<file path="config.mk">
export PLATFORM = sky130hd
export DESIGN_NAME = run_monitor
export DESIGN_NICKNAME = d
export VERILOG_FILES = /design/src/rtl/run_monitor.sv
export SDC_FILE = /design/constraint.sdc
export NUM_CORES = 1
export LEC_CHECK = 0
export ABC_AREA = 1
export BUFFER_PORTS_ARGS = -buffer_cell sky130_fd_sc_hd__buf_2
export CORE_UTILIZATION = 28
export CTS_BUF_LIST = sky130_fd_sc_hd__clkbuf_2 sky130_fd_sc_hd__clkbuf_4 sky130_fd_sc_hd__clkbuf_8
export CTS_CLUSTER_SIZE = 14
export DETAILED_ROUTE_END_ITERATION = 10
export PLACE_DENSITY = 0.57
export RECOVER_POWER = 100
export SYNTH_ARGS = -nofsm -noshare
export SYNTH_HDL_FRONTEND = slang
export SYNTH_SLANG_ARGS = --single-unit
</file>
<file path="constraint.sdc">
create_clock -name clk -period 3 [get_ports clk]
set_clock_uncertainty 0.15 [all_clocks]
set_input_delay 0 -clock clk [delete_from_list [all_inputs] [get_ports clk]]
set_output_delay 0 -clock clk [all_outputs]
set_load 0.02 [all_outputs]
</file>
<file path="src/rtl/run_monitor.sv">
// run_monitor: sequences the core reset, times the run, waits for the masked
// register probes to settle and then issues a pass/fail/timeout verdict.
module run_monitor #(
  parameter int unsigned NUM_CH         = 4,
  parameter int unsigned WIDTH          = 32,
  parameter int unsigned RESET_CYCLES   = 4,
  parameter int unsigned STABLE_CYCLES  = 8,
  parameter int unsigned TIMEOUT_CYCLES = 1000,
  parameter int unsigned CNT_W          = 16
) (
  input  logic                    clk,
  input  logic                    reset,
  input  logic                    start,
  input  logic [NUM_CH-1:0]       ch_mask,
  input  logic [NUM_CH*WIDTH-1:0] probe,
  input  logic [NUM_CH*WIDTH-1:0] expected,
  output logic                    core_reset_n,
  output logic                    busy,
  output logic                    done,
  output logic                    pass,
  output logic                    timeout,
  output logic [NUM_CH-1:0]       mismatch,
  output logic [CNT_W-1:0]        cycle_count
);

  localparam int unsigned BUS_W  = NUM_CH * WIDTH;
  localparam int unsigned HOLD_W = (RESET_CYCLES > 1) ? $clog2(RESET_CYCLES) : 1;
  localparam int unsigned STAB_W = $clog2(STABLE_CYCLES + 1);

  localparam logic [1:0] S_IDLE = 2'd0;
  localparam logic [1:0] S_HOLD = 2'd1;
  localparam logic [1:0] S_RUN  = 2'd2;
  localparam logic [1:0] S_DONE = 2'd3;

  logic [1:0]        state, state_d;
  logic [HOLD_W-1:0] hold_cnt, hold_cnt_d;
  logic [STAB_W-1:0] stab_cnt, stab_cnt_d;
  logic [BUS_W-1:0]  prev, prev_d, masked;
  logic [NUM_CH-1:0] cmp, mismatch_d;
  logic [CNT_W-1:0]  cycle_count_d, cnt_inc;
  logic              pass_d, timeout_d, core_reset_n_d, busy_d, done_d;
  logic              settle, expire;

  // Mask-expanded probe view and per-channel golden compare
  always_comb begin
    masked = '0;
    cmp    = '0;
    for (int unsigned i = 0; i < NUM_CH; i++) begin
      masked[i*WIDTH +: WIDTH] = probe[i*WIDTH +: WIDTH] & {WIDTH{ch_mask[i]}};
      cmp[i] = ch_mask[i] & (probe[i*WIDTH +: WIDTH] != expected[i*WIDTH +: WIDTH]);
    end
  end

  // Next-state, counters and verdict
  always_comb begin
    state_d       = state;
    hold_cnt_d    = hold_cnt;
    stab_cnt_d    = stab_cnt;
    prev_d        = prev;
    mismatch_d    = mismatch;
    pass_d        = pass;
    timeout_d     = timeout;
    cycle_count_d = cycle_count;
    cnt_inc       = cycle_count + CNT_W'(1);
    settle        = 1'b0;
    expire        = 1'b0;

    case (state)
      S_IDLE, S_DONE: begin
        if (start) begin
          state_d       = S_HOLD;
          hold_cnt_d    = '0;
          stab_cnt_d    = '0;
          mismatch_d    = '0;
          pass_d        = 1'b0;
          timeout_d     = 1'b0;
          cycle_count_d = '0;
        end
      end
      S_HOLD: begin
        if (hold_cnt == HOLD_W'(RESET_CYCLES - 1)) begin
          state_d = S_RUN;
        end else begin
          hold_cnt_d = hold_cnt + HOLD_W'(1);
        end
      end
      S_RUN: begin
        cycle_count_d = cnt_inc;
        prev_d        = masked;
        // cycle_count==0 marks the first RUN cycle: prev is not yet valid
        if ((cycle_count != '0) && (masked == prev)) begin
          stab_cnt_d = stab_cnt + STAB_W'(1);
        end else begin
          stab_cnt_d = '0;
        end
        settle = (stab_cnt_d == STAB_W'(STABLE_CYCLES));
        expire = (cnt_inc == CNT_W'(TIMEOUT_CYCLES));
        // Stability takes priority over a coincident timeout
        if (settle || expire) begin
          state_d    = S_DONE;
          mismatch_d = cmp;
          pass_d     = settle && (cmp == '0);
          timeout_d  = !settle;
        end
      end
      default: state_d = S_IDLE;
    endcase

    core_reset_n_d = (state_d == S_RUN) || (state_d == S_DONE);
    busy_d         = (state_d == S_HOLD) || (state_d == S_RUN);
    done_d         = (state_d == S_DONE);
  end

  // State and registered outputs
  always_ff @(posedge clk or negedge reset) begin
    if (!reset) begin
      state        <= S_IDLE;
      hold_cnt     <= '0;
      stab_cnt     <= '0;
      prev         <= '0;
      mismatch     <= '0;
      pass         <= 1'b0;
      timeout      <= 1'b0;
      cycle_count  <= '0;
      core_reset_n <= 1'b0;
      busy         <= 1'b0;
      done         <= 1'b0;
    end else begin
      state        <= state_d;
      hold_cnt     <= hold_cnt_d;
      stab_cnt     <= stab_cnt_d;
      prev         <= prev_d;
      mismatch     <= mismatch_d;
      pass         <= pass_d;
      timeout      <= timeout_d;
      cycle_count  <= cycle_count_d;
      core_reset_n <= core_reset_n_d;
      busy         <= busy_d;
      done         <= done_d;
    end
  end

endmodule

</file>
**Word-level counts from Yosys, hierarchy flattened**

Cells that the tools add are included.

- Logic and storage cells: 74
- Flip-flop bits (word level): 161
- Input bits: 263
- Output and inout bits: 25

- Bitwise gates (word level): 8
- Add/subtract/negate cells: 3
- Multiplexer cells: 20
- Reductions and logical operators: 15
- Equal/unequal tests: 17

Operators with widths:

| cell | count |
|---|---|
| $and 32x32->32 | 4 |
| $eq 128x128->1 | 1 |
| $ne 32x32->1 | 4 |
| $pmux 16 s2 | 1 |
| $add 16x1->16 const B | 1 |
| $eq 16x10->1 const B | 1 |
| $mux 16 | 1 |
| $mux 4 | 4 |
| $pmux 4 s2 | 2 |
| $reduce_bool 16->1 | 1 |
| $eq 2x2->1 const B | 5 |
| $mux 2 | 5 |
| $ne 2x2->1 const B | 3 |
| $pmux 2 s3 | 1 |
| $reduce_and 3->1 | 2 |
| $add 4x1->4 const B | 1 |
| $and 1x1->1 | 4 |
| $eq 2x1->1 const B | 2 |
| $eq 4x4->1 const B | 1 |
| $logic_not 4->1 | 1 |
| $pmux 1 s2 | 2 |
| $pmux 2 s2 | 1 |
| $reduce_bool 2->1 | 2 |
| $logic_or 1x1->1 | 3 |
| 7 further kinds | 10 |

**Depth between registers and ports, before layout**

Gate-level depths: netlist of the first run.

- Depth in word-level cells: 11
- Depth in mapped cells: 19
- Depth with buffers taken out: 19

**Worst setup path before layout of the first run**

No wires, ideal clock.

- Path type: reg2reg
- Start point: reg cycle_count[0]
- End point: reg busy
- Clock period less this slack: 2.386 ns
- Setup time: 0.126 ns
- Required time: 2.724 ns
- Stages on the path, launching flop included: 15
- Slack: 0.614 ns
- Path buffers: 0
- Data arrival time: 2.110 ns
- Cell sequence: dfrtp_1 ha_1 nand2_1 nor2_1 nand3_2 o21ai_0 nand2_1 inv_1 nand2_1 nor2_1 nand4_1 nand3_1 nand2_1 a21oi_1 ha_1

- Longest elaborated chain between the ends: 10
- Elaborated cells on any way between the ends: 13
- Those cells by class: 1 x add/sub; 4 x eq/ne; 4 x mux; 4 x reduce/logical

RTL lines:

| item | RTL line | source |
|---|---|---|
| from (decl) | 23 | `output logic [CNT_W-1:0] cycle_count` |
| from (signal assigned) | 136 | `cycle_count <= cycle_count_d;` |
| branches (longest 5 deep; another with $add 16x1->16) | n/a |  |
| $logic_or 1x1->1 * | 99 | `if (settle \|\| expire) begin` |
| $mux 2 * | 99 |  |
| $pmux 2 s3 * | 68 | `case (state)` |
| $eq 2x1->1 / $eq 2x2->1 (equally long branches) | 110 | `busy_d = (state_d == S_HOLD) \|\| (state_d == S_RUN);` |
| $logic_or 1x1->1 * | 110 |  |
| net busy_d | 41 | `logic pass_d, timeout_d, core_reset_n_d, busy_d, done_d;` |
| to (signal assigned) | 138 | `busy <= busy_d;` |
| to (decl) | 18 | `output logic busy,` |

Mark *: on every way through the listed nets, which the timed path passes. The select of a mux whose other input is x is not followed.
A chain may end at the register's enable or synchronous reset.

**Final worst setup path of the first run**

- Start point: reg state[0]
- End point: reg mismatch[0]

- Longest elaborated chain between the ends: 4
- Elaborated cells on any way between the ends: 9
- Those cells by class: 4 x eq/ne; 1 x mux; 4 x reduce/logical

RTL lines:

| item | RTL line | source |
|---|---|---|
| from (decl) | 35 | `logic [1:0] state, state_d;` |
| from (signal assigned) | 129 | `state <= state_d;` |
| $eq 2x2->1 / $logic_not 2->1 (equally long branches) | 68 |  |
| $reduce_or 2->1 | 68 |  |
| $ne 2x2->1 (no line) / $reduce_bool 2->1 (equally long branches) | n/a |  |
| $reduce_and 3->1 (no line) | n/a |  |
| to (signal assigned) | 133 | `mismatch <= mismatch_d;` |
| to (decl) | 22 | `output logic [NUM_CH-1:0] mismatch,` |

Parallel ways exist; a longest one is shown, timed or not.

==> results of run 1 <==
-- cells in the mapped netlist, types with 5 or more instances --
cell | count | area (um2)
sky130_fd_sc_hd__nand4_1 | 15 | 93.8
sky130_fd_sc_hd__nor2_1 | 123 | 462
sky130_fd_sc_hd__o21ai_0 | 148 | 741
sky130_fd_sc_hd__o22ai_1 | 9 | 56.3
sky130_fd_sc_hd__inv_1 | 110 | 413
sky130_fd_sc_hd__buf_6 | 5 | 56.3
sky130_fd_sc_hd__xor2_1 | 64 | 561
sky130_fd_sc_hd__xnor2_1 | 79 | 692
sky130_fd_sc_hd__buf_2 | 10 | 50.1
sky130_fd_sc_hd__or2_2 | 42 | 263
sky130_fd_sc_hd__nand2_1 | 545 | 2050
sky130_fd_sc_hd__nand3b_1 | 28 | 210
sky130_fd_sc_hd__dfrtp_1 | 160 | 4000
sky130_fd_sc_hd__nand3_1 | 105 | 526
sky130_fd_sc_hd__buf_4 | 7 | 52.6
sky130_fd_sc_hd__ha_1 | 7 | 87.6
sky130_fd_sc_hd__a21oi_1 | 5 | 25.0
sky130_fd_sc_hd__clkbuf_1 | 26 | 97.6
sky130_fd_sc_hd__nor3_1 | 23 | 115
-- layout make-up --
cell class                 count  area share
multi-input combinational   1213       0.402
sequential                   160       0.267
timing repair buffer         498       0.233
tap                          511      0.0427
inverter                     115      0.0292
clock buffer                  18      0.0165
clock inverter                14     0.00877
antenna                        1    0.000167
-- routing by layer --
metal,vias up,GRT usage
li1,5814,-
met1,5068,0.210
met2,262,0.283
met3,40,0.0249
met4,0,0.0597
met5,-,0
-- cell families after synthesis --
group / after synthesis / synth area share
buffers and inverters: 166 / 0.0652
AND/OR/NAND/NOR: 893 / 0.355
adder cells (fa/ha/maj): 7 / 0.00816
flip-flops: 160 / 0.373
multiplexers: 1 / 0.000933
AO/OA/AOI/OAI: 169 / 0.0815
XOR/XNOR: 143 / 0.117
-- worst max path at each step --
stage	end	cells after the start
after global routing	mismatch[3]$_DFFE_PN0P_	12
after detailed placement	busy$_DFF_PN0_	17
after floorplan	busy$_DFF_PN0_	14
final	mismatch[0]$_DFFE_PN0P_	12
after CTS	busy$_DFF_PN0_	18
after global placement	busy$_DFF_PN0_	17
-- power groups by stage --
stage          Clock, uW  Sequential [uW]  Combinational [uW]
2_1_floorplan          0             3370                2200
3_3_place_gp           0             3400                3000
3_5_place_dp           0             3430                3080
4_1_cts             1700             3390                3290
5_1_grt             1780             3500                3750
6_report            1620             3400                3210
-- stage by stage --
stage               setup WS (ns)  cell area, um2   util
floorplan                   0.614           10700      -
global placement            0.254           12700  0.337
detailed placement          0.237           12700  0.337
CTS                         0.357           15000  0.399
global route               0.0576           15000  0.398
finish                      0.283           15000  0.398
-- worst register-to-register path, delay by kind of cell (launching register included) --
family | cells | cell delay (ns)
fa+ha+maj | 1 | 0.39
simple gates | 6 | 0.63
buf+inv | 5 | 1.10
flops | 1 | 0.40
-- state kept, by name, summed over array words and instances (netlist names) --
register / flops
timeout: 1
prev: 128
stab_cnt: 4
core_reset_n: 1
busy: 1
mismatch: 4
cycle_count: 16
done: 1
pass: 1
hold_cnt: 2
state: 1
==> impl_results.rst, run 1 <==
.. list-table::
   :header-rows: 1

   * - Metric
     - Value
   * - Number of nets in the layout
     - roughly 2.3k
   * - Buf/Inv on CP
     - 5
   * - P_sw
     - 3210 uW
   * - DR iter-0 viols
     - about 560
   * - Run status
     - finished with violations
   * - TritonCTS buffer count
     - 17
   * - Overall fraction of global-route tracks in use
     - 0.165
   * - Path type of the worst min-delay path
     - primary input to flip-flop
   * - Total count of max-transition violations in the final report
     - 84
   * - Family of cells with the greatest summed delay on the critical path
     - buffers and inverters
   * - Final WL
     - 32,000 um
   * - Max-cap check violation count
     - 1
   * - Standard cell core area
     - 37,700 um2
   * - Met3 layer wire length in the routed design
     - 1250 um
   * - Avg Inst Size Synth
     - 6.97 um2
   * - Highest metal used
     - met4
   * - Cell Count, Final, Fillers Out
     - roughly 2.5k
   * - Hold Path Cell Cnt
     - 3
   * - Violations in the final reports
     - capacitance limit, slew limit
   * - Width of the die
     - 198 um
   * - Pin count of the biggest net entering global routing
     - 124
   * - Leak Pwr
     - 0.00714 uW
   * - Power consumption
     - ~8200 uW
   * - Die area
     - between 30,000 and 40,000 um2
   * - Max stage delay cell, worst path
     - sky130_fd_sc_hd__clkbuf_1
   * - Setup repair after global routing missed its margin
     - false
   * - CP startpoint kind
     - flip-flop
   * - Number of flops mapped to enable cells by yosys
     - 0
   * - Initial DRT Pass Iterations
     - 5
   * - Number of buffers on the longest clock path
     - 2
   * - Fill count
     - 3,898
   * - Initial antenna violation count
     - 1
   * - Number of remaining DRC errors
     - 0
   * - Height of the die
     - 198 um
   * - Relative contribution of combinational cells to total power
     - 0.390
   * - Seq cells post-synth
     - 160
   * - Class of the most critical setup path
     - flip-flop to flip-flop
   * - DP Cell Count
     - around 2.3k
   * - Gate count after technology mapping
     - about 1.5k
   * - Power share of the clock group
     - 0.197
   * - Syn Std Cell Area
     - 10,700 um2
   * - Final Hold Vio Count
     - 0
   * - Endpoint of the worst hold-timing path
     - prev[22]$_DFFE_PN0P_
   * - Aggregate global routing overflow
     - 0
   * - Number of distinct library cells after synthesis
     - 36
   * - Clock tree from TritonCTS
     - built
   * - Sequential fraction of the synthesis area
     - 0.373
   * - Wire length of the first global-routing pass
     - 52,000 um
   * - Library cell used as clock root buffer
     - sky130_fd_sc_hd__clkbuf_8
   * - Met1 layer wirelength in the final routing
     - roughly 15,000 um
   * - CP max FO
     - 18
   * - Number of cell instances on the worst register-to-register path
     - 12
   * - Area taken by flip-flops and latches
     - 4000 um2
   * - Pin slew with the least headroom to its limit
     - 2.33 ns
   * - Worst-case hold slack
     - 0.0378 ns
   * - Maximum clock frequency
     - around 370 MHz
   * - Area used by multi-input combinational logic
     - ~6000 um2
   * - Clock transition at the registers of the reported paths
     - ~0.10 ns
   * - Most common library cell in the layout ignoring fill and taps
     - sky130_fd_sc_hd__nand2_1
   * - Final Cycle Share
     - 0.906
   * - # clock sinks
     - 160
   * - Critical path data required time
     - 3.24 ns
   * - I/O pin cnt
     - around 290
   * - Switch share
     - 0.390
   * - Share of layout cells above drive strength 1
     - 0.178
   * - Worst hold start
     - ch_mask[0]
   * - Number of warnings reported in the yosys synthesis log
     - 0
   * - Share of synthesized registers carrying an async set or reset
     - 1.00
   * - Effective utilization at floorplan
     - 0.285
   * - Reg-to-Reg Start
     - state[0]$_DFF_PN0_
   * - Worst-case register-to-register setup slack
     - ~0.28 ns
   * - Share of power burned in registers
     - 0.413
   * - Setup violation total in the final timing report
     - 0
   * - First element of the critical path
     - state[0]$_DFF_PN0_
   * - Avg WL per Cell
     - about 13 um
   * - Detail Route Antenna Nets
     - 0
   * - Number of buffers added on ports
     - 287
   * - Cts repair resizes
     - 0
   * - Reg-to-reg endpoint
     - mismatch[0]$_DFFE_PN0P_
   * - Routability-driven placement congestion ratio
     - 0.839
   * - Internal power consumption
     - ~5000 uW
   * - Worst slew margin relative to its limit
     - -0.550
   * - Total power density per cell area
     - approximately 550 nW/um2
   * - DP HPWL
     - 22,600 um
   * - Vias per cell
     - 4.42
   * - Count of vias placed by the detailed router
     - roughly 11k
   * - Setup_tns
     - 0 ns
   * - Endpoint kind of the worst setup timing path
     - flip-flop
   * - Final period demand of the worst path
     - roughly 2.7 ns
   * - Via count of the first global-routing pass
     - 10.9k
   * - Most common flop cell mapped by yosys
     - sky130_fd_sc_hd__dfrtp_1
   * - Worst path max stage delay
     - 0.44 ns
   * - Cells traversed along the worst timing path
     - inv_1, ha_1, inv_6, nor2_1, clkbuf_1, nor2_1, buf_4, inv_2, nand2_2, nand2_2, nand2_1, nand2_1
   * - Highest-count cells in the layout ignoring fill and taps
     - 545 x sky130_fd_sc_hd__nand2_1, 261 x sky130_fd_sc_hd__buf_2, 196 x sky130_fd_sc_hd__dlygate4sd3_1, 160 x sky130_fd_sc_hd__dfrtp_1, 148 x sky130_fd_sc_hd__o21ai_0
   * - Buffer count from post-CTS setup fixing
     - 0
   * - Area overhead of the layout relative to synthesis
     - 39.6%
   * - Critical path arrival
     - 2.96 ns
   * - IR drop worst, VDD
     - 267 uV
   * - Hold-fix buffers, CTS
     - 196
   * - Net Count, Synth
     - 1,809
   * - Clk_lat worst skew
     - 0.46 ns
   * - Row Count
     - 71
   * - Met2 routed WL
     - 15,200 um
   * - Htree depth
     - 4
No activity file was read; power rests on OpenSTA's default activity.
==> run 2, diff against run 1 <==
Settings changed: CORE_UTILIZATION 28 to 35, PLACE_DENSITY 0.57 to 0.66.
==> run 2 against run 1 <==
Net effect:
- the run still ends with capacitance limit, slew limit left
- sequential cell count is the same
- clock power grew 8%
- hold slack worse by 0.0077 ns
- first-iteration DRC count grew 24%
- largest power group unchanged
==> impl_results.rst, run 2 (same netlist as run 1, synthesis figures left out) <==
.. list-table::
   :header-rows: 1

   * - Metric
     - Value
   * - Number of remaining DRC errors
     - 0
   * - IR drop worst, VDD
     - between 300 and 400 uV
   * - Initial DRT Pass Iterations
     - 7
   * - Die area
     - between 30,000 and 40,000 um2
   * - Destination of the critical timing path
     - mismatch[3]$_DFFE_PN0P_
   * - Pin count of the biggest net entering global routing
     - 89
   * - Area taken by flip-flops and latches
     - 4000 um2
   * - Relative contribution of combinational cells to total power
     - 0.380
   * - Reg-to-Reg Start
     - core_reset_n$_DFF_PN0_
   * - CP max FO
     - 18
   * - Area overhead of the layout relative to synthesis
     - 34.7%
   * - Most common library cell in the layout ignoring fill and taps
     - sky130_fd_sc_hd__nand2_1
   * - Critical path data required time
     - 3.18 ns
   * - First element of the critical path
     - core_reset_n$_DFF_PN0_
   * - Final Cycle Share
     - 0.913
   * - Number of nets in the layout
     - about 2.2k
   * - Run status
     - finished with violations
   * - Fill count
     - ~2.9k
   * - Detail Route Antenna Nets
     - 0
   * - Switch share
     - 0.380
   * - Critical path arrival
     - 2.92 ns
   * - Via count of the first global-routing pass
     - 11.0k
   * - Row Count
     - 63
   * - Wire length of the first global-routing pass
     - 50,700 um
   * - Width of the die
     - 177 um
   * - Violations in the final reports
     - capacitance limit, slew limit
   * - Flip-flop count of the largest register, all copies and words added
     - 128
   * - Leak Pwr
     - 0.00703 uW
   * - DP HPWL
     - 21,300 um
   * - Height of the die
     - between 150 and 200 um
   * - Number of cells on the critical path
     - 11
   * - Effective utilization at floorplan
     - 0.359
   * - Vias per cell
     - roughly 4.8
   * - P_sw
     - 3160 uW
   * - # clock sinks
     - 160
   * - Number of buffers on the longest clock path
     - 2
   * - TritonCTS buffer count
     - 17
   * - Setup_tns
     - 0 ns
   * - Avg WL per Cell
     - 13.1 um
   * - Final WL
     - roughly 31,000 um
   * - Cells traversed along the worst timing path
     - inv_1, ha_1, inv_1, nor2_1, nor2_1, nor2_1, inv_2, nand2_1, nand2_2, nand2_1, nand2_1
   * - Final period demand of the worst path
     - between 2 and 3 ns
   * - Total power density per cell area
     - 575 nW/um2
   * - Clock transition at the registers of the reported paths
     - 0.10 ns
   * - Worst path max stage delay
     - 0.46 ns
   * - Clock tree from TritonCTS
     - built
   * - Endpoint kind of the worst setup timing path
     - flip-flop
   * - Largest register by flop count
     - prev
   * - Setup violation total in the final timing report
     - 0
   * - Path type of the worst min-delay path
     - primary input to flip-flop
   * - Count of vias placed by the detailed router
     - 11.3k
   * - Family of cells with the greatest summed delay on the critical path
     - simple AND/OR/NAND/NOR gates
   * - CP startpoint kind
     - flip-flop
   * - Routability-driven placement congestion ratio
     - 0.852
   * - Max-cap check violation count
     - 1
   * - I/O pin cnt
     - 288
   * - Buf/Inv on CP
     - 3
   * - Count of inserted antenna diode cells
     - 0
   * - Highest-count cells in the layout ignoring fill and taps
     - 546 x sky130_fd_sc_hd__nand2_1, 262 x sky130_fd_sc_hd__buf_2, 160 x sky130_fd_sc_hd__dfrtp_1, 159 x sky130_fd_sc_hd__dlygate4sd3_1, 148 x sky130_fd_sc_hd__o21ai_0
   * - Number of buffers added on ports
     - ~290
   * - Overall fraction of global-route tracks in use
     - 0.201
   * - Share of layout cells above drive strength 1
     - 0.179
   * - Htree depth
     - 4
   * - Worst hold start
     - ch_mask[0]
   * - Share of power burned in registers
     - 0.410
   * - Pin slew with the least headroom to its limit
     - 2.18 ns
   * - Power share of the clock group
     - 0.210
   * - Library cell used as clock root buffer
     - sky130_fd_sc_hd__clkbuf_8
   * - Clk_lat worst skew
     - 0.46 ns
   * - Max stage delay cell, worst path
     - sky130_fd_sc_hd__nor2_1
   * - Total count of max-transition violations in the final report
     - 80
   * - Setup repair after global routing missed its margin
     - false
   * - Worst slew margin relative to its limit
     - -0.454
   * - Registers with the highest flip-flop counts
     - prev x128, cycle_count x16
   * - Standard cell core area
     - 29,900 um2
   * - Maximum clock frequency
     - 365 MHz
   * - Class of the most critical setup path
     - flip-flop to flip-flop
   * - Initial antenna violation count
     - 0
   * - Aggregate global routing overflow
     - 0
   * - Final Hold Vio Count
     - 0
   * - Worst-case register-to-register setup slack
     - approximately 0.26 ns
   * - Number of cell instances on the worst register-to-register path
     - 11
   * - DR iter-0 viols
     - 700
   * - Reg-to-reg endpoint
     - mismatch[3]$_DFFE_PN0P_
   * - Area used by multi-input combinational logic
     - 6020 um2
   * - Power consumption
     - between 8000 and 9000 uW
   * - Internal power consumption
     - 5160 uW
==> run 2: worst min path at each step <==
| stage | endpoint | slack (ns) | depth (start not counted) |
|---|---|---|---|
| after floorplan | busy$_DFF_PN0_ | -0.45 | 0 |
| after global placement | prev[120]$_DFFE_PN0P_ | -0.04 | 1 |
| after detailed placement | prev[50]$_DFFE_PN0P_ | -0.04 | 1 |
| after CTS | prev[20]$_DFFE_PN0P_ | 0.0001 | 3 |
| after global routing | prev[55]$_DFFE_PN0P_ | 0.06 | 3 |
| final | prev[10]$_DFFE_PN0P_ | 0.03 | 3 |
==> run 2: worst reg2reg max path, cell delays in order, from the launching register on <==
cell	delay (ns)
sky130_fd_sc_hd__dfrtp_1	0.42
sky130_fd_sc_hd__inv_1	0.08
sky130_fd_sc_hd__ha_1	0.34
sky130_fd_sc_hd__inv_1	0.08
sky130_fd_sc_hd__nor2_1	0.17
sky130_fd_sc_hd__nor2_1	0.08
sky130_fd_sc_hd__nor2_1	0.46
sky130_fd_sc_hd__inv_2	0.29
sky130_fd_sc_hd__nand2_1	0.29
sky130_fd_sc_hd__nand2_2	0.13
sky130_fd_sc_hd__nand2_1	0.08
sky130_fd_sc_hd__nand2_1	0.05
==> run 2: power groups by stage <==
stage          clock [uW]  sequential [uW]  combinational (uW)
6_report             1750             3410                3160
5_1_grt              1890             3510                3680
4_1_cts              1810             3400                3200
3_5_place_dp            0             3430                3040
3_3_place_gp            0             3390                2940
2_1_floorplan           0             3370                2200
==> run 2: metal layers <==
metal / part of all wire / GRT usage
met4: 0.033 / 0.0880
met5: 0 / 0
met1: 0.43 / 0.238
met3: 0.046 / 0.0303
met2: 0.49 / 0.357
==> run 2: what timing repair did <==
action | 4_1_cts | 5_1_grt
hold buffers | 159 | 0
endpoints found under the setup margin | 0 | 0
endpoints found under the hold margin | 224 | 0
setup buffers | 0 | 0
resized for setup | 0 | 0
==> run 2: final cells by class <==
cell class	count	share of cell area
Multi-Input combinational cell	1213	0.416
Sequential cell	160	0.277
Timing Repair Buffer	457	0.214
Tap cell	390	0.0337
Inverter	115	0.0302
Clock buffer	20	0.0186
Clock inverter	12	0.0108
==> run 2: stage by stage <==
step / instance area (um2) / std cells / setup slack (ns) / utilization / hold slack, ns
finish: 14500 / 2367 / 0.260 / 0.484 / 0.0300
global route: 14500 / 2367 / 0.0155 / 0.484 / 0.0643
CTS: 14500 / 2367 / 0.309 / 0.486 / 0.000148
detailed placement: 12500 / 2176 / 0.222 / 0.419 / -0.0422
global placement: 12500 / 2176 / 0.328 / 0.419 / -0.0417
floorplan: 10700 / 1539 / 0.614 / - / -0.446
